## src/rtl/easy_axi_top.sv

```systemverilog
// EasyAXI demo subsystem: an AXI4 read master and a pattern-memory slave wired back to back.
// Optional feature: define EASYAXI_OUTSTANDING_EN for up to 4 outstanding reads (4-deep slave AR FIFO).
module easy_axi_top #(
  parameter int ADDR_W    = 16,
  parameter int DATA_W    = 32,
  parameter int ID_W      = 4,
  parameter int BURST_LEN = 3,
  parameter int TXN_NUM   = 4,
  parameter int BASE_ADDR = 0
) (
  input  logic clk,
  input  logic rst_n,
  input  logic enable,
  output logic done
);

  // state  | meaning
  // S_IDLE | counters cleared, waiting for enable
  // S_AR   | issuing read address (outstanding build: issuing while beats return)
  // S_R    | receiving / draining read beats
  // S_DONE | all bursts completed, done held until enable drops

  localparam int BYTES  = DATA_W / 8;
  localparam int SIZE   = $clog2(BYTES);
  localparam int STRIDE = (BURST_LEN + 1) * BYTES;
  localparam int CNT_W  = ($clog2(TXN_NUM + 1) > 3) ? $clog2(TXN_NUM + 1) : 3;
  localparam logic [CNT_W-1:0] ONE_C    = CNT_W'(1);
  localparam logic [CNT_W-1:0] N_TXN    = CNT_W'(TXN_NUM);
  localparam logic [CNT_W-1:0] LAST_TXN = CNT_W'(TXN_NUM - 1);
  localparam logic [7:0]       LEN      = 8'(BURST_LEN);

  typedef enum logic [1:0] {S_IDLE, S_AR, S_R, S_DONE} state_t;

  logic              arvalid, arready;
  logic [ADDR_W-1:0] araddr;
  logic [ID_W-1:0]   arid;
  logic [7:0]        arlen;
  logic [2:0]        arsize;
  logic [1:0]        arburst;
  logic              rvalid, rready;
  logic [DATA_W-1:0] rdata;
  logic [ID_W-1:0]   rid;
  logic [1:0]        rresp;
  logic              rlast;

  state_t            state, state_nx;
  logic [CNT_W-1:0]  ar_cnt, rd_cnt;
  logic [7:0]        beat_cnt;
  logic              err;
  logic              ar_hs, r_hs, last_hs, beat_bad;

  function automatic logic [ADDR_W-1:0] txn_addr(input logic [CNT_W-1:0] n);
    return ADDR_W'(BASE_ADDR + int'(n) * STRIDE);
  endfunction

  function automatic logic [DATA_W-1:0] pattern(input logic [ADDR_W-1:0] a);
    return DATA_W'(a) ^ DATA_W'(32'hA5A5_0000);
  endfunction

  assign ar_hs   = arvalid & arready;
  assign r_hs    = rvalid & rready;
  assign last_hs = r_hs & rlast;

  assign araddr  = txn_addr(ar_cnt);
  assign arid    = ID_W'(ar_cnt);
  assign arlen   = LEN;
  assign arsize  = 3'(SIZE);
  assign arburst = 2'b01;

  // ---------------- master FSM ----------------
  always_ff @(posedge clk) begin
    if (rst_n) state <= S_IDLE;
    else       state <= state_nx;
  end

  always_comb begin
    state_nx = state;
    case (state)
      S_IDLE: if (enable) state_nx = S_AR;
`ifdef EASYAXI_OUTSTANDING_EN
      S_AR: begin
        if (ar_hs && ar_cnt == LAST_TXN)        state_nx = S_R;
        else if (!enable && (!arvalid || ar_hs)) state_nx = S_R;
      end
      S_R: begin
        if (last_hs) begin
          if (rd_cnt == LAST_TXN)               state_nx = S_DONE;
          else if (ar_cnt == rd_cnt + ONE_C)    state_nx = S_IDLE;
        end else if (ar_cnt == rd_cnt)          state_nx = S_IDLE;
      end
`else
      S_AR: if (ar_hs) state_nx = S_R;
      S_R: begin
        if (last_hs) begin
          if (rd_cnt == LAST_TXN) state_nx = S_DONE;
          else if (enable)        state_nx = S_AR;
          else                    state_nx = S_IDLE;
        end
      end
`endif
      S_DONE: if (!enable) state_nx = S_IDLE;
      default: state_nx = S_IDLE;
    endcase
  end

`ifdef EASYAXI_OUTSTANDING_EN
  logic [CNT_W-1:0] outst;
  assign outst = ar_cnt - rd_cnt;
`endif

  always_comb begin
    done = (state == S_DONE);
`ifdef EASYAXI_OUTSTANDING_EN
    // Inputs to arvalid only move toward "still valid" until the handshake, so VALID stays stable.
    arvalid = (state == S_AR) && (ar_cnt < N_TXN) && (outst < CNT_W'(4));
    rready  = (state == S_AR) || (state == S_R);
`else
    arvalid = (state == S_AR);
    rready  = (state == S_R);
`endif
  end

  // Beats come back in issue order, so the expected beat follows rd_cnt/beat_cnt.
  assign beat_bad = (rid != ID_W'(rd_cnt)) || (rresp != 2'b00) || (rlast != (beat_cnt == LEN)) ||
                    (rdata != pattern(txn_addr(rd_cnt) + ADDR_W'(int'(beat_cnt) * BYTES)));

  always_ff @(posedge clk) begin
    if (rst_n) begin
      ar_cnt   <= '0;
      rd_cnt   <= '0;
      beat_cnt <= '0;
      err      <= 1'b0;
    end else if (state == S_IDLE) begin
      ar_cnt   <= '0;
      rd_cnt   <= '0;
      beat_cnt <= '0;
    end else begin
      if (ar_hs) ar_cnt <= ar_cnt + ONE_C;
      if (r_hs) begin
        err <= err | beat_bad;
        if (rlast) begin
          beat_cnt <= '0;
          rd_cnt   <= rd_cnt + ONE_C;
        end else begin
          beat_cnt <= beat_cnt + 8'd1;
        end
      end
    end
  end

  // ---------------- slave ----------------
  logic              s_busy, s_incr;
  logic [ADDR_W-1:0] s_addr;
  logic [ID_W-1:0]   s_id;
  logic [7:0]        s_len, s_cnt;
  logic [2:0]        s_size;

  assign rvalid = s_busy;
  assign rdata  = pattern(s_addr);
  assign rid    = s_id;
  assign rresp  = 2'b00;
  assign rlast  = (s_cnt == s_len);

`ifdef EASYAXI_OUTSTANDING_EN
  localparam int ENT_W = ADDR_W + ID_W + 8 + 3 + 1;
  logic [ENT_W-1:0] fifo [4];
  logic [1:0]       wp, rp;
  logic [2:0]       fcnt;
  logic             load;

  assign arready = (fcnt != 3'd4);
  // Pop on the final beat too, so consecutive bursts stream without a bubble.
  assign load    = (fcnt != 3'd0) && (!s_busy || last_hs);

  always_ff @(posedge clk) begin
    if (ar_hs) fifo[wp] <= {araddr, arid, arlen, arsize, (arburst == 2'b01)};
  end

  always_ff @(posedge clk) begin
    if (rst_n) begin
      wp <= '0; rp <= '0; fcnt <= '0;
      s_busy <= 1'b0; s_incr <= 1'b0; s_addr <= '0; s_id <= '0;
      s_len <= '0; s_cnt <= '0; s_size <= '0;
    end else begin
      if (ar_hs) wp <= wp + 2'd1;
      if (load)  rp <= rp + 2'd1;
      fcnt <= fcnt + {2'b00, ar_hs} - {2'b00, load};
      if (load) begin
        s_busy <= 1'b1;
        {s_addr, s_id, s_len, s_size, s_incr} <= fifo[rp];
        s_cnt  <= '0;
      end else if (r_hs) begin
        if (rlast) begin
          s_busy <= 1'b0;
        end else begin
          s_addr <= s_addr + (s_incr ? (ADDR_W'(1) << s_size) : '0);
          s_cnt  <= s_cnt + 8'd1;
        end
      end
    end
  end
`else
  assign arready = !s_busy;

  always_ff @(posedge clk) begin
    if (rst_n) begin
      s_busy <= 1'b0; s_incr <= 1'b0; s_addr <= '0; s_id <= '0;
      s_len <= '0; s_cnt <= '0; s_size <= '0;
    end else if (ar_hs) begin
      s_busy <= 1'b1;
      s_addr <= araddr;
      s_id   <= arid;
      s_len  <= arlen;
      s_size <= arsize;
      s_incr <= (arburst == 2'b01);
      s_cnt  <= '0;
    end else if (r_hs) begin
      if (rlast) begin
        s_busy <= 1'b0;
      end else begin
        s_addr <= s_addr + (s_incr ? (ADDR_W'(1) << s_size) : '0);
        s_cnt  <= s_cnt + 8'd1;
      end
    end
  end
`endif

endmodule

```

## config.mk

```make
export PLATFORM = sky130hd
export DESIGN_NAME = easy_axi_top
export DESIGN_NICKNAME = d
export VERILOG_FILES = /design/src/rtl/easy_axi_top.sv
export SDC_FILE = /design/constraint.sdc
export NUM_CORES = 1
export LEC_CHECK = 0
export CAP_MARGIN = 15
export CORE_MARGIN = 3
export CORE_UTILIZATION = 50
export CTS_CLUSTER_DIAMETER = 60
export DETAILED_ROUTE_END_ITERATION = 7
export PLACE_DENSITY_LB_ADDON = 0.08
export SYNTH_ARGS = -nofsm -noshare
export SYNTH_HDL_FRONTEND = slang
export SYNTH_SLANG_ARGS = --single-unit
```

## constraint.sdc

```tcl
create_clock -name clk -period 1.8 [get_ports clk]
set_clock_uncertainty 0.05 [all_clocks]
set_input_delay 0.27 -clock clk [delete_from_list [all_inputs] [get_ports clk]]
set_output_delay 0.27 -clock clk [all_outputs]
set_load 0.03 [all_outputs]
```

Yosys cells after proc, flatten, opt, wreduce, memory -nomap -nowiden
Cells that the tools add are included.
Widths: inputs -> output; s select.
{ "totals": {"latchBits": 0, "output_inout_bits": 1, "word_cells": 40, "n_memories": 0, "mem_bits_rw": 0, "ff_bits": 15, "mem_bits_ro": 0} }
{ "op_classes": {"n_lt_le_gt_ge": 0, "bitwise": 4, "mul": 0, "n_div": 0, "n_mux": 10, "n_eq_ne": 9, "shifts": 0, "addsub": 2, "n_reduce_logical": 10} }
{ "op_table": {"columns": ["cell", "count"], "rows": [
  ["$mux 2", 5],
  ["$add 8x1->8 const B", 1],
  ["$eq 8x2->1", 1],
  ["$pmux 2 s4", 1],
  ["$reduce_and 2->1", 3],
  ["$eq 2x2->1 const B", 2],
  ["$mux 1", 4],
  ["$ne 2x1->1 const B", 2],
  ["$ne 2x2->1 const B", 2],
  ["$reduce_and 4->1", 1],
  ["$reduce_bool 2->1", 2],
  ["$reduce_or 2->1", 2],
  ["$add 3x1->3 const B", 1],
  ["$and 1x1->1", 3],
  ["$eq 3x2->1 const B", 1],
  ["$eq 2x1->1 const B", 1],
  ["$logic_not 2->1", 1],
  ["$logic_not 1->1", 1],
  ["$not 1->1", 1]
]} }

Longest topological paths before layout
{ "logic_depth": {"depth_word": 5, "ltp_mapped": 6, "ltp_nobuf": 6} }

Worst setup path before layout
Ideal clock, no wire load.
{ "synth_timing": {"kind": "register to register", "from": "register s_cnt[0]", "to": "register rd_cnt[0]", "arrival_time_ns": 1.593, "stages_incl_launch_ff": 6, "t_required_ns": 1.634, "synth_period_minus_slack_ns": 1.760, "path_buffers": 1, "setup_time_ns": 0.116, "setup_slack_ns": 0.040, "cell_sequence": "dfxtp_1 -> or3_4 -> a2111oi_4 -> buf_6 -> a211oi_1 -> a31o_2"} }
{ "synth_between": {"elab_chain_len": 2} }
{ "synth_lines": {"columns": ["item", "line_no", "text"], "rows": [
  ["start, declared", "155", "logic [7:0] s_len, s_cnt;"],
  ["start signal, assigned", "222", "s_cnt <= s_cnt + 8'd1;"],
  ["$eq 8x2->1", "162", "assign rlast = (s_cnt == s_len);"],
  ["$reduce_and 2->1 (no line)", null, null],
  ["end signal, assigned", "143", "rd_cnt <= rd_cnt + ONE_C;"],
  ["end, declared", "47", "logic [CNT_W-1:0] ar_cnt, rd_cnt;"]
]} }
No other way between the ends.
A chain may end at the register's enable or synchronous reset.

Worst setup path after layout
{ "layout_timing": {"from": "register s_cnt[6]", "to": "register rd_cnt[2]"} }
Same word-level chain as after synthesis.

==> flow_summary.json <==
{
  "drv_slew": 0,
  "setup-tns-final_ns": 0,
  "dr.pass1.iters": 4,
  "initial_core_util_pct": 56.7,
  "ys_seq_elements": 15,
  "arrival_ns": 1.95,
  "path_class": "reg -> reg",
  "power_density_nw_per_um2": 721,
  "drt_iter0_drc": 15,
  "dp_cells": 107,
  "min_period_ns": 1.79,
  "worstSetupStartpointType": "flip-flop",
  "max_slew_margin_pct": 71.4,
  "end_kind": "flip-flop",
  "clock-root-buffer": "clkbuf_4",
  "cts_buffers": 3,
  "synthArstFlopShare_pct": 0,
  "worstPathRequired_ns": 1.96,
  "syn-cell-area_sq_um": 785,
  "worstSkewPairLatency_ns": 0.29,
  "ant_nets": 0,
  "tightest_slew_ns": 0.428,
  "fin_total_pwr_uw": 665,
  "grt_pass1_wl_mm": 2.75,
  "tritoncts": "done",
  "reg2reg_slack_ns": 0.01,
  "worstReg2RegEnd": "rd_cnt[2]",
  "port_buffers": 3,
  "n_fill_cell": 122,
  "grt_pass1_vias": 626,
  "place_hpwl_mm": 1.12,
  "path_clk_slew_ns": 0.09,
  "ys.flop_type": "dfxtp_1",
  "viasPerCell": 5.76,
  "clock_sinks": 15,
  "netlist_instances": 85,
  "ff2ff_path_depth": 5,
  "status": "complete, no violations",
  "multi_input_area_sq_um": 468,
  "avgSynthCellArea_sq_um": 9.23,
  "die-area_sq_um": 2080,
  "clock.fmax_mhz": 559,
  "final_cell_mix": "dfxtp_1 (14), nor2_1 (10), buf_4 (9)",
  "min_to": "s_len[0]",
  "hold_buffers": 0,
  "min_path_type": "reg -> reg",
  "hold_violations": 0,
  "core_region_area_sq_um": 1380,
  "antenna_found_initial": 0,
  "worst-path-max-fanout": 5,
  "ios": 4,
  "crit-reg2reg-launch": "s_cnt[6]",
  "syn_nets": 91,
  "grt_usage_pct": 18.4,
  "totalWireLength_mm": 1.56,
  "grt_max_degree": 13,
  "rows": 13,
  "grt_overflow": 0,
  "layout-drive-gt1-share_pct": 33.0,
  "place.gp.congestion": 0.799,
  "register_area_sq_um": 302,
  "seq_area_frac_synth_pct": 38.3,
  "fin_crit_sh_pct": 99.4,
  "rsz0062_at_grt": "yes",
  "route.vias.total": 645,
  "yosysWarningCount": 0,
  "holdPathStages": 2,
  "cap_violations": 0,
  "detail_route.wl_per_cell_um": 13.9,
  "nNetsFinal": 104,
  "cts_max_path_buffers": 2,
  "finalSetupViolCount": 0,
  "synth_edf_count": 0,
  "fp.dieW_um": 45.6,
  "syn_to_final_growth_pct": 17.7,
  "diodes": 0,
  "min_from": "s_len[0]",
  "design_area_sq_um": 923,
  "hold_ws_ns": 0.467,
  "instances_no_fill": 112,
  "ir_worst_vdd_mv": 0.610,
  "synthDistinctLibCells": 35,
  "drc": 0,
  "die_y_um": 45.6,
  "dpl_cell_area_sq_um": 861,
  "final_common_cell": "dfxtp_1",
  "p_leak_uw": 0.000367,
  "htreeDepth": 1
}
## flip-flops by register name (all words and copies together) (netlist names)
signal	flops
s_cnt	8
state	2
s_len	1
rvalid	1
rd_cnt	3
## Yosys cell counts (2+ instances only)
cell	number	area share (%)
nand3_1	3	1.9
xor2_1	5	5.6
o21ai_0	3	1.9
dfxtp_1	15	38
ha_1	3	4.8
inv_1	4	1.9
nand4_1	5	4.0
nor2_1	10	4.8
nand2_1	2	0.96
or3_2	2	1.9
a21oi_1	7	4.5
clkbuf_1	2	0.96
nor2b_1	2	1.6
## cell families (layout without fill, tap and decap cells)
logic type / Yosys count / in the layout / synth area share, %
buffers and inverters: 8 / 20 / 6.06
AO/OA/AOI/OAI: 21 / 21 / 21.5
XOR/XNOR: 5 / 5 / 5.58
flip-flops: 15 / 15 / 38.3
AND/OR/NAND/NOR: 33 / 33 / 23.8
adder cells (fa/ha/maj): 3 / 3 / 4.79
## metal layers
metal / global-route usage (%) / part of all wire, % / vias to the layer above
met5: 0 / 0 / -
met4: 5.26 / 0.83 / 0
met3: 5.93 / 4.3 / 2
met2: 29.2 / 46 / 12
met1: 23.5 / 49 / 301
li1: - / - / 330
## power by group
group	leakage (uW)	internal (uW)	switching [uW]
sequential	0.000122	343	15.0
combinational	0.000227	51.8	60.1
clock	0.0000177	82.7	112
total	0.000367	478	188
## critical path, cell delays in order, from the launching register on
cell,delay (ns)
dfxtp_2,0.33
or4_4,0.54
a2111oi_4,0.35
buf_4,0.21
a21oi_2,0.06
a311oi_2,0.17
## per-stage QoR
| step | utilization (%) | setup slack, ns |
|---|---|---|
| final | 66.8 | 0.0107 |
| after detailed placement | 62.3 | 0.0348 |
| after global placement | 62.3 | 0.0789 |
| after global routing | 66.8 | -0.0592 |
| after CTS | 64.2 | 0.00955 |
| after floorplan | - | 0.0403 |
## timing repair
item	CTS	global route
setup buffers	0	1
gates resized for setup	1	11
pin swaps	0	6
setup endpoints to repair	1	8
## layout make-up
type / instances / share of cell area, %
clock inverters: 1 / 0.542
flip-flops and latches: 15 / 32.7
well taps: 15 / 2.03
clock buffers: 3 / 2.44
multi-input cells: 62 / 50.7
repair buffers: 12 / 10.0
inverters: 4 / 1.63
## how the worst max path moves through the flow
stage	slack (ns)	start	end
global placement	0.08	s_cnt[6]	rd_cnt[2]
CTS	0.01	s_cnt[6]	rd_cnt[2]
finish	0.01	s_cnt[6]	rd_cnt[2]
global route	-0.06	s_cnt[6]	s_cnt[0]
detailed placement	0.03	s_cnt[6]	rd_cnt[2]
floorplan	0.04	s_cnt[0]	rd_cnt[0]
Power figures use the tool's default switching activity.
